### src/rtl/ram_access_arbiter.sv
// ram_access_arbiter: round-robin arbiter that shares one fixed-latency RAM port
// among COUNT requesters and slots in periodic refresh cycles between accesses.
//
// Ports:
//   CLK, RESET          clock, asynchronous active-high reset
//   REQ/REQ_WE/REQ_SIZE per-requester request level, write flag, write size
//   REQ_ADDR/REQ_DIN    packed per-requester address and write data
//   ACK                 one-cycle one-hot grant pulse (command cycle)
//   VALID/DOUT          one-cycle one-hot read-valid pulse and broadcast read data
//   RAM_ADDR/RAM_DIN/RAM_DIN_SIZE  RAM command payload, held through the access
//   RAM_OE_n/RAM_WE_n/RAM_RFSH_n   one-cycle active-low RAM strobes
//   RAM_DOUT            RAM read data
//   RFSH_MISSED         sticky flag: a refresh interval expired with one still pending
module ram_access_arbiter #(
    parameter int unsigned COUNT            = 5,
    parameter int unsigned ADDR_W           = 22,
    parameter int unsigned ACCESS_CYCLES    = 4,
    parameter int unsigned REFRESH_INTERVAL = 256
) (
    input  logic                    CLK,
    input  logic                    RESET,
    input  logic [COUNT-1:0]        REQ,
    input  logic [COUNT-1:0]        REQ_WE,
    input  logic [COUNT*ADDR_W-1:0] REQ_ADDR,
    input  logic [COUNT*16-1:0]     REQ_DIN,
    input  logic [COUNT-1:0]        REQ_SIZE,
    output logic [COUNT-1:0]        ACK,
    output logic [COUNT-1:0]        VALID,
    output logic [15:0]             DOUT,
    output logic [ADDR_W-1:0]       RAM_ADDR,
    output logic [15:0]             RAM_DIN,
    output logic                    RAM_DIN_SIZE,
    output logic                    RAM_OE_n,
    output logic                    RAM_WE_n,
    output logic                    RAM_RFSH_n,
    input  logic [15:0]             RAM_DOUT,
    output logic                    RFSH_MISSED
);

    localparam int unsigned IDX_W  = $clog2(COUNT);
    localparam int unsigned WCNT_W = $clog2(ACCESS_CYCLES + 1);
    localparam int unsigned RCNT_W = $clog2(REFRESH_INTERVAL + 1);

    localparam logic [IDX_W-1:0]  LAST_IDX  = IDX_W'(COUNT - 1);
    localparam logic [WCNT_W-1:0] WAIT_LOAD = WCNT_W'(ACCESS_CYCLES - 1);
    localparam logic [RCNT_W-1:0] RCNT_LOAD = RCNT_W'(REFRESH_INTERVAL - 1);

    localparam logic [1:0] S_IDLE = 2'd0;
    localparam logic [1:0] S_CMD  = 2'd1;
    localparam logic [1:0] S_RFSH = 2'd2;
    localparam logic [1:0] S_WAIT = 2'd3;

    logic [1:0]        state, state_nxt;
    logic [WCNT_W-1:0] wcnt, wcnt_nxt;
    logic [RCNT_W-1:0] rcnt;
    logic              rfsh_pending;
    logic [IDX_W-1:0]  last_grant;
    logic              lat_read;

    logic [COUNT-1:0]  ack_nxt, valid_nxt;
    logic              oe_n_nxt, we_n_nxt, rfsh_n_nxt;
    logic              grant, start_rfsh, rfsh_clear, capture;

    logic              found;
    logic [IDX_W-1:0]  winner;
    int unsigned       cand;

    logic [ADDR_W-1:0] addr_arr [COUNT];
    logic [15:0]       din_arr  [COUNT];

    // Unpack the per-requester address and data buses
    for (genvar i = 0; i < COUNT; i++) begin : g_unpack
        assign addr_arr[i] = REQ_ADDR[i*ADDR_W +: ADDR_W];
        assign din_arr[i]  = REQ_DIN[i*16 +: 16];
    end

    // Round-robin search starting just after the last granted requester
    always_comb begin
        found  = 1'b0;
        winner = '0;
        cand   = 0;
        for (int unsigned k = 1; k <= COUNT; k++) begin
            cand = (32'(last_grant) + k) % COUNT;
            if (!found && REQ[cand[IDX_W-1:0]]) begin
                found  = 1'b1;
                winner = cand[IDX_W-1:0];
            end
        end
    end

    // Next-state and next-output logic
    always_comb begin
        state_nxt  = state;
        wcnt_nxt   = wcnt;
        ack_nxt    = '0;
        valid_nxt  = '0;
        oe_n_nxt   = 1'b1;
        we_n_nxt   = 1'b1;
        rfsh_n_nxt = 1'b1;
        grant      = 1'b0;
        start_rfsh = 1'b0;
        rfsh_clear = 1'b0;
        capture    = 1'b0;
        case (state)
            S_IDLE: begin
                // Pending refresh beats any request arriving in the same cycle
                if (rfsh_pending) begin
                    state_nxt  = S_RFSH;
                    rfsh_n_nxt = 1'b0;
                    start_rfsh = 1'b1;
                end else if (found) begin
                    state_nxt       = S_CMD;
                    grant           = 1'b1;
                    ack_nxt[winner] = 1'b1;
                    if (REQ_WE[winner]) we_n_nxt = 1'b0;
                    else                oe_n_nxt = 1'b0;
                end
            end
            S_CMD: begin
                state_nxt = S_WAIT;
                wcnt_nxt  = WAIT_LOAD;
            end
            S_RFSH: begin
                state_nxt  = S_WAIT;
                wcnt_nxt   = WAIT_LOAD;
                rfsh_clear = 1'b1;
            end
            S_WAIT: begin
                if (wcnt == '0) begin
                    state_nxt = S_IDLE;
                    if (lat_read) begin
                        valid_nxt[last_grant] = 1'b1;
                        capture               = 1'b1;
                    end
                end else begin
                    wcnt_nxt = wcnt - WCNT_W'(1);
                end
            end
            default: state_nxt = S_IDLE;
        endcase
    end

    // State and strobe/handshake registers
    always_ff @(posedge CLK or posedge RESET) begin
        if (RESET) begin
            state      <= S_IDLE;
            wcnt       <= '0;
            ACK        <= '0;
            VALID      <= '0;
            RAM_OE_n   <= 1'b1;
            RAM_WE_n   <= 1'b1;
            RAM_RFSH_n <= 1'b1;
        end else begin
            state      <= state_nxt;
            wcnt       <= wcnt_nxt;
            ACK        <= ack_nxt;
            VALID      <= valid_nxt;
            RAM_OE_n   <= oe_n_nxt;
            RAM_WE_n   <= we_n_nxt;
            RAM_RFSH_n <= rfsh_n_nxt;
        end
    end

    // Command latch and read data; the RAM payload registers are the latch
    always_ff @(posedge CLK or posedge RESET) begin
        if (RESET) begin
            last_grant   <= LAST_IDX;
            lat_read     <= 1'b0;
            RAM_ADDR     <= '0;
            RAM_DIN      <= '0;
            RAM_DIN_SIZE <= 1'b0;
            DOUT         <= '0;
        end else begin
            if (grant) begin
                last_grant   <= winner;
                lat_read     <= ~REQ_WE[winner];
                RAM_ADDR     <= addr_arr[winner];
                RAM_DIN      <= din_arr[winner];
                RAM_DIN_SIZE <= REQ_SIZE[winner];
            end else if (start_rfsh) begin
                lat_read <= 1'b0;
            end
            if (capture) DOUT <= RAM_DOUT;
        end
    end

    // Free-running refresh timer; a second expiry with one still queued is flagged
    always_ff @(posedge CLK or posedge RESET) begin
        if (RESET) begin
            rcnt         <= RCNT_LOAD;
            rfsh_pending <= 1'b0;
            RFSH_MISSED  <= 1'b0;
        end else if (rcnt == '0) begin
            rcnt         <= RCNT_LOAD;
            rfsh_pending <= 1'b1;
            if (rfsh_pending && !rfsh_clear) RFSH_MISSED <= 1'b1;
        end else begin
            rcnt <= rcnt - RCNT_W'(1);
            if (rfsh_clear) rfsh_pending <= 1'b0;
        end
    end

endmodule

### config.mk
export PLATFORM = sky130hd
export DESIGN_NAME = ram_access_arbiter
export DESIGN_NICKNAME = d
export VERILOG_FILES = /design/src/rtl/ram_access_arbiter.sv
export SDC_FILE = /design/constraint.sdc
export NUM_CORES = 1
export LEC_CHECK = 0
export CORE_MARGIN = 5
export CORE_UTILIZATION = 50
export CTS_CLUSTER_SIZE = 12
export DETAILED_ROUTE_END_ITERATION = 8
export DONT_BUFFER_PORTS = 1
export GPL_ROUTABILITY_DRIVEN = 1
export PLACE_DENSITY = 0.63
export SLEW_MARGIN = 20
export SYNTH_ARGS = -nofsm -noshare
export SYNTH_HDL_FRONTEND = slang
export SYNTH_SLANG_ARGS = --single-unit
### constraint.sdc
create_clock -name CLK -period 10.1 [get_ports CLK]
set_input_delay 3.03 -clock CLK [delete_from_list [all_inputs] [get_ports CLK]]
set_output_delay 3.03 -clock CLK [all_outputs]
set_load 0.005 [all_outputs]
==> tab_implementation.tex, run 1 <==
\begin{tabular}{lr}
\hline
Metric & Value \\
\hline
\multicolumn{2}{l}{\textbf{Synthesis}} \\
Fraction of the yosys area taken by sequential cells & 32.5\% \\
Synthesized instance count & 723 \\
Share of Yosys cell area claimed by the top area cell type & 27.9\% \\
Count of flip-flops with a built-in enable after synthesis & 0 \\
Unique cell type count in the Yosys netlist & 77 \\
Warnings from Yosys & 0 \\
Mapped Nets & 978 \\
Primary flip-flop cell chosen by synthesis mapping & sky130\_fd\_sc\_hd\_\_dfrtp\_1 \\
Top cells by area, synth & sky130\_fd\_sc\_hd\_\_dfrtp\_1 (28\%), sky130\_fd\_sc\_hd\_\_mux2i\_1 (13\%), sky130\_fd\_sc\_hd\_\_ha\_1 (5.7\%) \\
Cell area after technology mapping & 6810 um2 \\
Biggest area consumer among synthesized cells & sky130\_fd\_sc\_hd\_\_dfrtp\_1 \\
Share of synthesized registers carrying an async set or reset & 100\% \\
Register bit count reported by yosys & 88 \\
Syn Area/Cell & 9.42 um2 \\
\multicolumn{2}{l}{\textbf{Place}} \\
Post-DP HPWL & 15800 um \\
Post-placement cell count & 854 \\
Count of port buffers added during placement & 0 \\
Weighted congestion reported at the end of routability-driven placement & 0.909 \\
Cell area after placement & 6730 um2 \\
Pre-CTS worst setup slack & 3.56 ns \\
\multicolumn{2}{l}{\textbf{Min path}} \\
Worst hold path cell count & 1 \\
Worst hold path class & register to register \\
\multicolumn{2}{l}{\textbf{Timing}} \\
Total count of hold-check failures in the final report & 0 \\
Worst-Margin Slew & 0.959 ns \\
Min Clock Period, post-route & 6.56 ns \\
Worst slew margin & 36.0\% \\
Tcrit/Tclk final & 64.9\% \\
Final setup viols & 0 \\
Total negative slack for setup checks & 0 ns \\
Number of slew-limit violations in the final report & 0 \\
Worst setup skew after layout & 0.00656 ns \\
Unrepaired setup endpoints after global routing & false \\
Highest achievable clock rate & 152 MHz \\
Post-route worst setup slack & 3.54 ns \\
\multicolumn{2}{l}{\textbf{Floorplan}} \\
FP Rows & 42 \\
Area of the die & 16100 um2 \\
Die Width & 127 um \\
Core region area & 13300 um2 \\
Starting density of the core & 51.2\% \\
Floorplan die height & 127 um \\
Ports placed on the boundary & 292 \\
\multicolumn{2}{l}{\textbf{GRT}} \\
Global-route wire length before repair & 30800 um \\
Global route overflow & 0 \\
Largest net degree at the start of global routing & 59 \\
Number of antenna violations at the first check in global routing & 1 \\
Via count of the first global-routing pass & 5602 \\
Total track usage & 24.2\% \\
\multicolumn{2}{l}{\textbf{Route}} \\
Post-Route WL & 20300 um \\
First-pass iteration count of the detailed router & 6 \\
Detailed-route wire length per cell & 23.3 um \\
DR vias/cell & 6.43 \\
Residual DRC count & 0 \\
Total number of vias & 5604 \\
Iter 0 DRT Violations & 302 \\
Residual antenna-violating net count after detailed routing & 0 \\
\multicolumn{2}{l}{\textbf{Clock tree}} \\
TritonCTS Sinks & 88 \\
Number of buffers between clock root and the deepest sink & 2 \\
Post-cts resize count & 0 \\
Worst skew pair latency & 0.35 ns \\
Clock-pin transition on the worst setup and hold timing paths & 0.06 ns \\
Cell at the root of the clock tree & sky130\_fd\_sc\_hd\_\_clkbuf\_16 \\
Post-CTS repair timing setup buffer count & 0 \\
Htree depth & 3 \\
TritonCTS clock tree & yes \\
TritonCTS buffer count & 9 \\
CTS Hold Buffers Added & 0 \\
\multicolumn{2}{l}{\textbf{Worst setup path}} \\
Type of element launching the critical path & register \\
Worst-path maximum fanout & 58 \\
Required time of the critical path & 10.36 ns \\
CP Capture Type & register \\
Crit path DAT & 6.82 ns \\
Startpoint-to-endpoint class of the critical path & register to register \\
FF-to-FF path depth & 18 \\
\multicolumn{2}{l}{\textbf{Pwr}} \\
Share of power burned in combinational logic & 74.5\% \\
Switching Share & 49.8\% \\
Static leakage & 2.97 nW \\
Worst supply voltage drop on vdd & 287 uV \\
Power density over cell area & 544 nW/um2 \\
Clk pwr share & 9.0\% \\
Switching Power & 1.91 mW \\
Sequential share of power & 16.5\% \\
Internal power summed over all cells & 1.92 mW \\
\multicolumn{2}{l}{\textbf{Final layout}} \\
Synthesis-to-layout area growth & 3.40\% \\
Leading cell type in the layout, fill and taps excluded & sky130\_fd\_sc\_hd\_\_mux2i\_1 \\
Number of nets in the layout & 945 \\
Fraction of layout instances using a drive strength above 1 & 12.0\% \\
Fin area & 7040 um2 \\
Final non-filler cell total & 871 \\
Leading cell types in the layout, fill and taps excluded & sky130\_fd\_sc\_hd\_\_mux2i\_1 (89), sky130\_fd\_sc\_hd\_\_dfrtp\_1 (76), sky130\_fd\_sc\_hd\_\_nand2\_1 (69), sky130\_fd\_sc\_hd\_\_a21oi\_1 (54), sky130\_fd\_sc\_hd\_\_o21ai\_1 (46) \\
\multicolumn{2}{l}{\textbf{Job}} \\
Max Cap Viol & 0 \\
\multicolumn{2}{l}{\textbf{Outcome}} \\
Result of the run & complete, no violations \\
\hline
\end{tabular}
==> layer usage <==
layer,wire length (um),global-route usage (%),up-vias
li1,-,-,2612
met3,1520,7.40,18
met1,8200,30.2,2732
met4,329,6.62,0
met5,0,0,-
met2,10300,40.9,242
==> area by class of cell <==
| cell class | instances | area [um2] |
|---|---|---|
| Tap cell | 176 | 220 |
| Sequential cell | 88 | 2220 |
| Antenna cell | 1 | 2.50 |
| Clock buffer | 10 | 239 |
| Timing Repair Buffer | 8 | 63.8 |
| Fill cell | 1230 | 6250 |
| Multi-Input combinational cell | 555 | 4130 |
| Inverter | 28 | 106 |
| Clock inverter | 5 | 63.8 |
==> state kept, by name (all words and copies together), names as in the netlist, 2 cells and up <==
signal and cells:
last_grant 3, RAM_DIN 16, DOUT 16, wcnt 3
state 2, ACK 5, RAM_ADDR 22, VALID 5
rcnt 9
==> Yosys cell counts, drive strengths merged (9+ instances only) <==
cell and instances:
mux2i 89, dfrtp 76, nand2 69, o21ai 64, a21oi 54, o22a 39
ha 31, inv 28, nor2 27, buf 26, clkbuf 26, mux2 20
dfstp 12, xnor2 12, nand2b 11, nand3 11, nor3 10, o31ai 9
==> path summary, 6_finish.rpt <==
check | from | end | slack (ns)
min | wcnt[0] | wcnt[0] | 0.46
max reg2reg | last_grant[0] | RAM_OE_n | 3.54
max in group asynchronous | RESET | RAM_DIN[11] | 6.40
min in group asynchronous | RESET | DOUT[12] | 2.65
max | last_grant[0] | RAM_OE_n | 3.54
min reg2reg | wcnt[0] | wcnt[0] | 0.46
==> stage by stage <==
step                      hold slack (ns)  util, %  power, mW
after floorplan                     0.415        -       3.22
after global placement              0.425     50.6       3.40
after detailed placement            0.452     50.6       3.49
after CTS                           0.462     52.9       3.84
after global routing                0.483     53.0       4.13
final                               0.465     53.0       3.83
==> power by group through the flow <==
stage,registers (mW),logic (mW),clock network (mW)
floorplan,0.589,2.63,0
global placement,0.644,2.75,0
detailed placement,0.642,2.85,0
CTS,0.639,2.85,0.355
global route,0.651,3.11,0.371
finish,0.633,2.85,0.345
==> kinds of logic after synthesis <==
| group | count (synthesis) | synth area share [%] |
|---|---|---|
| simple gates | 171 | 12.3 |
| fa+ha+maj | 32 | 5.99 |
| mux | 114 | 18.0 |
| xor+xnor | 15 | 2.15 |
| compound gates | 223 | 22.1 |
| buf+inv | 80 | 6.85 |
| flops | 88 | 32.5 |
==> worst max-delay path, stage by stage, from the launching register on <==
cell and delay [ns]:
sky130_fd_sc_hd__dfrtp_1 0.32, sky130_fd_sc_hd__buf_4 0.35, sky130_fd_sc_hd__inv_1 0.21, sky130_fd_sc_hd__ha_1 0.65
sky130_fd_sc_hd__ha_1 0.42, sky130_fd_sc_hd__o31ai_1 0.31, sky130_fd_sc_hd__o31ai_1 0.19, sky130_fd_sc_hd__xnor2_1 0.56
sky130_fd_sc_hd__ha_1 0.35, sky130_fd_sc_hd__nand2b_1 0.09, sky130_fd_sc_hd__a221o_2 0.41, sky130_fd_sc_hd__o21ai_1 0.18
sky130_fd_sc_hd__o21ai_2 0.12, sky130_fd_sc_hd__or3_4 0.41, sky130_fd_sc_hd__a32oi_4 0.21, sky130_fd_sc_hd__buf_4 0.72
sky130_fd_sc_hd__mux2i_1 0.28, sky130_fd_sc_hd__o21ai_0 0.15, sky130_fd_sc_hd__or3_1 0.41
No activity file was read; power rests on OpenSTA's default activity.
==> inputs of run 2 (changes only) <==
==> constraint.sdc (replaced) <==
create_clock -name CLK -period 6.4 [get_ports CLK]
set_input_delay 1.92 -clock CLK [delete_from_list [all_inputs] [get_ports CLK]]
set_output_delay 1.92 -clock CLK [all_outputs]
set_load 0.005 [all_outputs]
==> tab_implementation.tex, run 2 (synthesized netlist as in run 1, its figures left out) <==
\begin{tabular}{lr}
\hline
Metric & Value \\
\hline
\multicolumn{2}{l}{\textbf{Outcome}} \\
Result of the run & complete, no violations \\
\multicolumn{2}{l}{\textbf{Final layout}} \\
Number of nets in the layout & 948 \\
Fraction of layout instances using a drive strength above 1 & 12.5\% \\
Largest register by flop count & RAM\_ADDR \\
Leading cell types in the layout, fill and taps excluded & sky130\_fd\_sc\_hd\_\_mux2i\_1 (89), sky130\_fd\_sc\_hd\_\_dfrtp\_1 (76), sky130\_fd\_sc\_hd\_\_nand2\_1 (69), sky130\_fd\_sc\_hd\_\_a21oi\_1 (54), sky130\_fd\_sc\_hd\_\_o21ai\_1 (46) \\
Largest register FFs & 22 \\
Leading cell type in the layout, fill and taps excluded & sky130\_fd\_sc\_hd\_\_mux2i\_1 \\
Regs by FF count & RAM\_ADDR: 22 flops, DOUT: 16 flops, RAM\_DIN: 16 flops \\
Synthesis-to-layout area growth & 3.80\% \\
Fillers & 1205 \\
Fin area & 7070 um2 \\
\multicolumn{2}{l}{\textbf{GRT}} \\
Largest net degree at the start of global routing & 67 \\
Total track usage & 24.3\% \\
Number of antenna violations at the first check in global routing & 1 \\
Global-route wire length before repair & 31300 um \\
Via count of the first global-routing pass & 5699 \\
Global route overflow & 0 \\
\multicolumn{2}{l}{\textbf{Timing}} \\
Tcrit/Tclk final & 89.8\% \\
Unrepaired setup endpoints after global routing & false \\
Total negative slack for setup checks & 0 ns \\
Highest achievable clock rate & 174 MHz \\
Total count of hold-check failures in the final report & 0 \\
Worst-Margin Slew & 0.981 ns \\
Min Clock Period, post-route & 5.75 ns \\
Worst slew margin & 34.6\% \\
Final setup viols & 0 \\
Worst setup skew after layout & 0.00677 ns \\
Number of slew-limit violations in the final report & 0 \\
\multicolumn{2}{l}{\textbf{Worst setup path}} \\
Slowest cell on the critical path & sky130\_fd\_sc\_hd\_\_dfstp\_2 \\
Startpoint of the most critical setup path & last\_grant[2] \\
Worst-path maximum fanout & 66 \\
CP Cell Sequence & inv\_1 -> ha\_1 -> o21a\_1 -> a21oi\_1 -> xnor2\_1 -> ha\_1 -> fa\_1 -> a21bo\_2 -> nor4\_1 -> o32a\_1 -> o21ba\_2 -> o211a\_1 -> nand3\_1 -> or3\_4 -> a32oi\_4 -> buf\_12 -> mux2i\_1 -> o21ai\_1 -> o22a\_1 \\
FF-to-FF path depth & 19 \\
Worst reg2reg startpoint & last\_grant[2] \\
Largest stage delay on the critical path & 0.77 ns \\
Crit path DAT & 5.98 ns \\
Most frequent cell on the critical path & sky130\_fd\_sc\_hd\_\_ha\_1 \\
Setup crit end & RAM\_ADDR[1] \\
Required time of the critical path & 6.63 ns \\
R2R Path End & RAM\_ADDR[1] \\
Startpoint-to-endpoint class of the critical path & register to register \\
Type of element launching the critical path & register \\
CP Capture Type & register \\
Setup slack, reg-to-reg & 0.65 ns \\
\multicolumn{2}{l}{\textbf{Clock tree}} \\
Worst skew pair latency & 0.34 ns \\
Post-cts resize count & 0 \\
Cell at the root of the clock tree & sky130\_fd\_sc\_hd\_\_clkbuf\_16 \\
Number of buffers between clock root and the deepest sink & 2 \\
Post-CTS repair timing setup buffer count & 0 \\
TritonCTS Sinks & 88 \\
CTS Hold Buffers Added & 0 \\
TritonCTS buffer count & 9 \\
Htree depth & 3 \\
TritonCTS clock tree & yes \\
Clock-pin transition on the worst setup and hold timing paths & 0.07 ns \\
\multicolumn{2}{l}{\textbf{Route}} \\
Iter 0 DRT Violations & 451 \\
Residual DRC count & 0 \\
DR vias/cell & 6.41 \\
First-pass iteration count of the detailed router & 5 \\
Post-Route WL & 20200 um \\
Detailed-route wire length per cell & 23.1 um \\
Total number of vias & 5605 \\
Residual antenna-violating net count after detailed routing & 0 \\
\multicolumn{2}{l}{\textbf{Floorplan}} \\
Floorplan die height & 127 um \\
Starting density of the core & 51.2\% \\
Ports placed on the boundary & 292 \\
Area of the die & 16100 um2 \\
Die Width & 127 um \\
Core region area & 13300 um2 \\
FP Rows & 42 \\
\multicolumn{2}{l}{\textbf{Place}} \\
Count of port buffers added during placement & 0 \\
Weighted congestion reported at the end of routability-driven placement & 0.922 \\
Cell area after placement & 6760 um2 \\
Post-DP HPWL & 15700 um \\
\multicolumn{2}{l}{\textbf{Pwr}} \\
Power density over cell area & 847 nW/um2 \\
Total design power & 5.99 mW \\
Worst supply voltage drop on vdd & 453 uV \\
Static leakage & 2.98 nW \\
\multicolumn{2}{l}{\textbf{Job}} \\
Max Cap Viol & 0 \\
\multicolumn{2}{l}{\textbf{Min path}} \\
Hold Crit Start & wcnt[0] \\
Worst hold path class & register to register \\
\hline
\end{tabular}
-- run 2: worst max-delay path, delay by kind of cell (launching register included) --
kind	cells	cell delay (ns)
buffers and inverters	2	0.58
muxes	1	0.39
DFF	1	0.77
adders and majority gates	3	1.07
AOI/OAI and AO/OA	9	1.97
xor gates and xnor gates	1	0.19
and+or+nand+nor	3	0.62
-- run 2: per-stage QoR --
step | instances | hold slack (ns) | setup WS (ns) | utilization [%]
2_1_floorplan | 723 | 0.415 | 1.17 | -
5_1_grt | 875 | 0.463 | 0.231 | 53.2
4_1_cts | 873 | 0.447 | 0.717 | 53.1
6_report | 875 | 0.442 | 0.652 | 53.2
3_3_place_gp | 857 | 0.432 | 0.917 | 50.9
3_5_place_dp | 857 | 0.436 | 0.728 | 50.9
-- run 2: layer usage --
layer	GRT usage, %	share of wire, %
met1	31.2	40
met2	40.6	51
met3	6.68	7.9
met4	6.37	1.5
met5	0	0
-- run 2: final cells by class --
class                   count  area [um2]  area share [%]
repair buffers             11        98.8            1.40
diodes                      1        2.50          0.0354
well taps                 176         220            3.11
flip-flops and latches     88        2220            31.4
clock inverters             7        70.1           0.991
clock buffers               9         225            3.18
multi-input cells         555        4130            58.4
inverters                  28         106            1.50
-- run 2: where the power goes --
group | total (mW) | switching, mW | leakage, nW | internal [mW]
clock network | 0.521 | 0.246 | 0.144 | 0.275
registers | 0.996 | 0.199 | 1.03 | 0.797
logic | 4.47 | 2.52 | 1.81 | 1.95
total | 5.99 | 2.97 | 2.98 | 3.02
-- run 2: worst min-delay path by stage --
stage          cells after the start  slack, ns       to
2_1_floorplan                      1       0.41  wcnt[0]
3_3_place_gp                       1       0.43  wcnt[0]
3_5_place_dp                       1       0.44  wcnt[0]
4_1_cts                            1       0.45  wcnt[0]
5_1_grt                            1       0.46  wcnt[0]
6_report                           1       0.44  wcnt[0]
==> inputs of run 3 (changes only) <==
--- a/config.mk
+++ b/config.mk
@@ -6,12 +6,13 @@
 export NUM_CORES = 1
 export LEC_CHECK = 0
 export CORE_MARGIN = 5
-export CORE_UTILIZATION = 50
+export CORE_UTILIZATION = 55
 export CTS_CLUSTER_SIZE = 12
 export DETAILED_ROUTE_END_ITERATION = 8
 export DONT_BUFFER_PORTS = 1
 export GPL_ROUTABILITY_DRIVEN = 1
-export PLACE_DENSITY = 0.63
+export HOLD_SLACK_MARGIN = 0.03
+export PLACE_DENSITY = 0.68
 export SLEW_MARGIN = 20
 export SYNTH_ARGS = -nofsm -noshare
 export SYNTH_HDL_FRONTEND = slang
==> tab_implementation.tex, run 3 (synthesized netlist as in run 1, its figures left out) <==
\begin{tabular}{lr}
\hline
Metric & Value \\
\hline
\multicolumn{2}{l}{\textbf{Pwr}} \\
Internal power summed over all cells & 3.15 mW \\
Power density over cell area & 856 nW/um2 \\
Clk pwr share & 8.9\% \\
Sequential share of power & 16.4\% \\
Static leakage & 3.01 nW \\
Switching Share & 48.3\% \\
Share of power burned in combinational logic & 74.7\% \\
Worst supply voltage drop on vdd & 872 uV \\
Switching Power & 2.94 mW \\
\multicolumn{2}{l}{\textbf{Timing}} \\
Unrepaired setup endpoints after global routing & false \\
Min Clock Period, post-route & 5.67 ns \\
Number of slew-limit violations in the final report & 0 \\
Total negative slack for setup checks & 0 ns \\
Tcrit/Tclk final & 88.6\% \\
Worst slew margin & 25.7\% \\
Worst setup skew after layout & 0.0134 ns \\
Post-route worst setup slack & 0.730 ns \\
Highest achievable clock rate & 176 MHz \\
Total count of hold-check failures in the final report & 0 \\
Final setup viols & 0 \\
Worst-Margin Slew & 1.11 ns \\
\multicolumn{2}{l}{\textbf{Route}} \\
Total number of vias & 5643 \\
Residual antenna-violating net count after detailed routing & 0 \\
Post-Route WL & 19800 um \\
First-pass iteration count of the detailed router & 6 \\
Residual DRC count & 0 \\
Iter 0 DRT Violations & 552 \\
Detailed-route wire length per cell & 22.8 um \\
DR vias/cell & 6.49 \\
\multicolumn{2}{l}{\textbf{Worst setup path}} \\
Stages on the worst setup path & 19 \\
Slowest cell on the critical path & sky130\_fd\_sc\_hd\_\_dfstp\_2 \\
Worst reg2reg startpoint & last\_grant[2] \\
Setup crit end & RAM\_ADDR[18] \\
Family of cells with the greatest summed delay on the critical path & compound AO/OA/AOI/OAI gates \\
Largest stage delay on the critical path & 0.77 ns \\
Worst-path maximum fanout & 36 \\
Buffers and inverters on the worst path & 2 \\
Most frequent cell on the critical path & sky130\_fd\_sc\_hd\_\_ha\_1 \\
Required time of the critical path & 6.64 ns \\
CP Cell Sequence & inv\_1 -> ha\_1 -> o21a\_1 -> a21oi\_1 -> xnor2\_1 -> ha\_1 -> fa\_1 -> a21bo\_2 -> nor4\_1 -> o32a\_1 -> o21ba\_2 -> o211a\_1 -> nand3\_1 -> or3\_4 -> a32oi\_4 -> buf\_12 -> mux2i\_1 -> o21ai\_1 -> o22a\_1 \\
FF-to-FF path depth & 19 \\
CP Capture Type & register \\
Crit path DAT & 5.91 ns \\
R2R Path End & RAM\_ADDR[18] \\
Setup slack, reg-to-reg & 0.73 ns \\
Startpoint-to-endpoint class of the critical path & register to register \\
Type of element launching the critical path & register \\
Startpoint of the most critical setup path & last\_grant[2] \\
\multicolumn{2}{l}{\textbf{GRT}} \\
Met2 routing resource usage after global routing & 43.8\% \\
Total track usage & 25.9\% \\
Number of antenna violations at the first check in global routing & 1 \\
Met1 track demand over resource in global routing & 32.0\% \\
Global route overflow & 0 \\
Met3 track utilization from global routing & 7.65\% \\
Largest net degree at the start of global routing & 89 \\
Most heavily used metal layer in global routing & met2 \\
Via count of the first global-routing pass & 5579 \\
Global-route wire length before repair & 30000 um \\
\multicolumn{2}{l}{\textbf{Job}} \\
Max Cap Viol & 0 \\
\multicolumn{2}{l}{\textbf{Clock tree}} \\
TritonCTS Sinks & 88 \\
TritonCTS clock tree & yes \\
Number of buffers between clock root and the deepest sink & 2 \\
Cell at the root of the clock tree & sky130\_fd\_sc\_hd\_\_clkbuf\_16 \\
Htree depth & 3 \\
Worst skew pair latency & 0.35 ns \\
Post-cts resize count & 0 \\
CTS Hold Buffers Added & 0 \\
Clock-pin transition on the worst setup and hold timing paths & 0.07 ns \\
Post-CTS repair timing setup buffer count & 0 \\
TritonCTS buffer count & 9 \\
\multicolumn{2}{l}{\textbf{Final layout}} \\
Largest register by flop count & RAM\_ADDR \\
Synthesis-to-layout area growth & 4.41\% \\
Number of nets in the layout & 951 \\
Largest register FFs & 22 \\
Leading cell type in the layout, fill and taps excluded & sky130\_fd\_sc\_hd\_\_mux2i\_1 \\
Leading cell types in the layout, fill and taps excluded & sky130\_fd\_sc\_hd\_\_mux2i\_1 (89), sky130\_fd\_sc\_hd\_\_dfrtp\_1 (76), sky130\_fd\_sc\_hd\_\_nand2\_1 (69), sky130\_fd\_sc\_hd\_\_a21oi\_1 (54), sky130\_fd\_sc\_hd\_\_o21ai\_1 (46) \\
Fraction of layout instances using a drive strength above 1 & 12.7\% \\
Regs by FF count & RAM\_ADDR: 22 flops, DOUT: 16 flops, RAM\_DIN: 16 flops \\
\multicolumn{2}{l}{\textbf{Floorplan}} \\
FP Rows & 40 \\
Area of the die & 14700 um2 \\
Ports placed on the boundary & 292 \\
Starting density of the core & 56.5\% \\
Die Width & 121 um \\
Core region area & 12100 um2 \\
Floorplan die height & 121 um \\
\multicolumn{2}{l}{\textbf{Min path}} \\
Worst hold path class & register to register \\
\multicolumn{2}{l}{\textbf{Place}} \\
Post-DP HPWL & 15400 um \\
Count of port buffers added during placement & 0 \\
Pre-CTS worst setup slack & 0.784 ns \\
Weighted congestion reported at the end of routability-driven placement & 0.971 \\
\multicolumn{2}{l}{\textbf{Outcome}} \\
Result of the run & complete, no violations \\
\hline
\end{tabular}
run 3: changes by cell type in the layout (fill, tap and decap cells not counted), sizes merged:
cell / change
buf: +3
bufinv: +1
clkinvlp: -1
run 3: layer usage:
metal	wire length [um]	part of all wire, %
met1	7630	38
met2	10100	51
met3	1740	8.8
met4	363	1.8
met5	0	0
run 3: worst min-delay path by stage:
stage | startpoint | endpoint | slack [ns] | cells past startpoint
finish | wcnt[0] | wcnt[0] | 0.44 | 1
global route | wcnt[0] | wcnt[0] | 0.48 | 1
detailed placement | wcnt[0] | wcnt[0] | 0.43 | 1
global placement | wcnt[0] | wcnt[0] | 0.43 | 1
CTS | wcnt[0] | wcnt[0] | 0.44 | 1
floorplan | wcnt[0] | wcnt[0] | 0.41 | 1
run 3: through the flow:
stage | cell area [um2] | cells | power, mW | util [%] | hold slack (ns)
finish | 7110 | 870 | 6.09 | 59.0 | 0.438
global route | 7110 | 870 | 6.54 | 59.0 | 0.482
CTS | 7110 | 869 | 6.08 | 58.9 | 0.442
detailed placement | 6810 | 853 | 5.53 | 56.4 | 0.432
global placement | 6810 | 853 | 5.37 | 56.4 | 0.433
floorplan | 6810 | 723 | 5.08 | - | 0.415
run 3: cell type report:
class	instances	area (um2)
inverter	28	110
fill	1042	4950
sequential	88	2220
timing repair buffer	14	143
clock inverter	7	75.1
tap	168	210
multi-input combinational	555	4130
clock buffer	9	225
antenna	1	2.50
run 3: power groups by stage:
stage	sequential [mW]	combinational [mW]	clock [mW]
2_1_floorplan	0.929	4.15	0
3_3_place_gp	1.01	4.37	0
3_5_place_dp	1.01	4.52	0
4_1_cts	1.00	4.53	0.553
5_1_grt	1.03	4.93	0.580
6_report	0.998	4.55	0.540
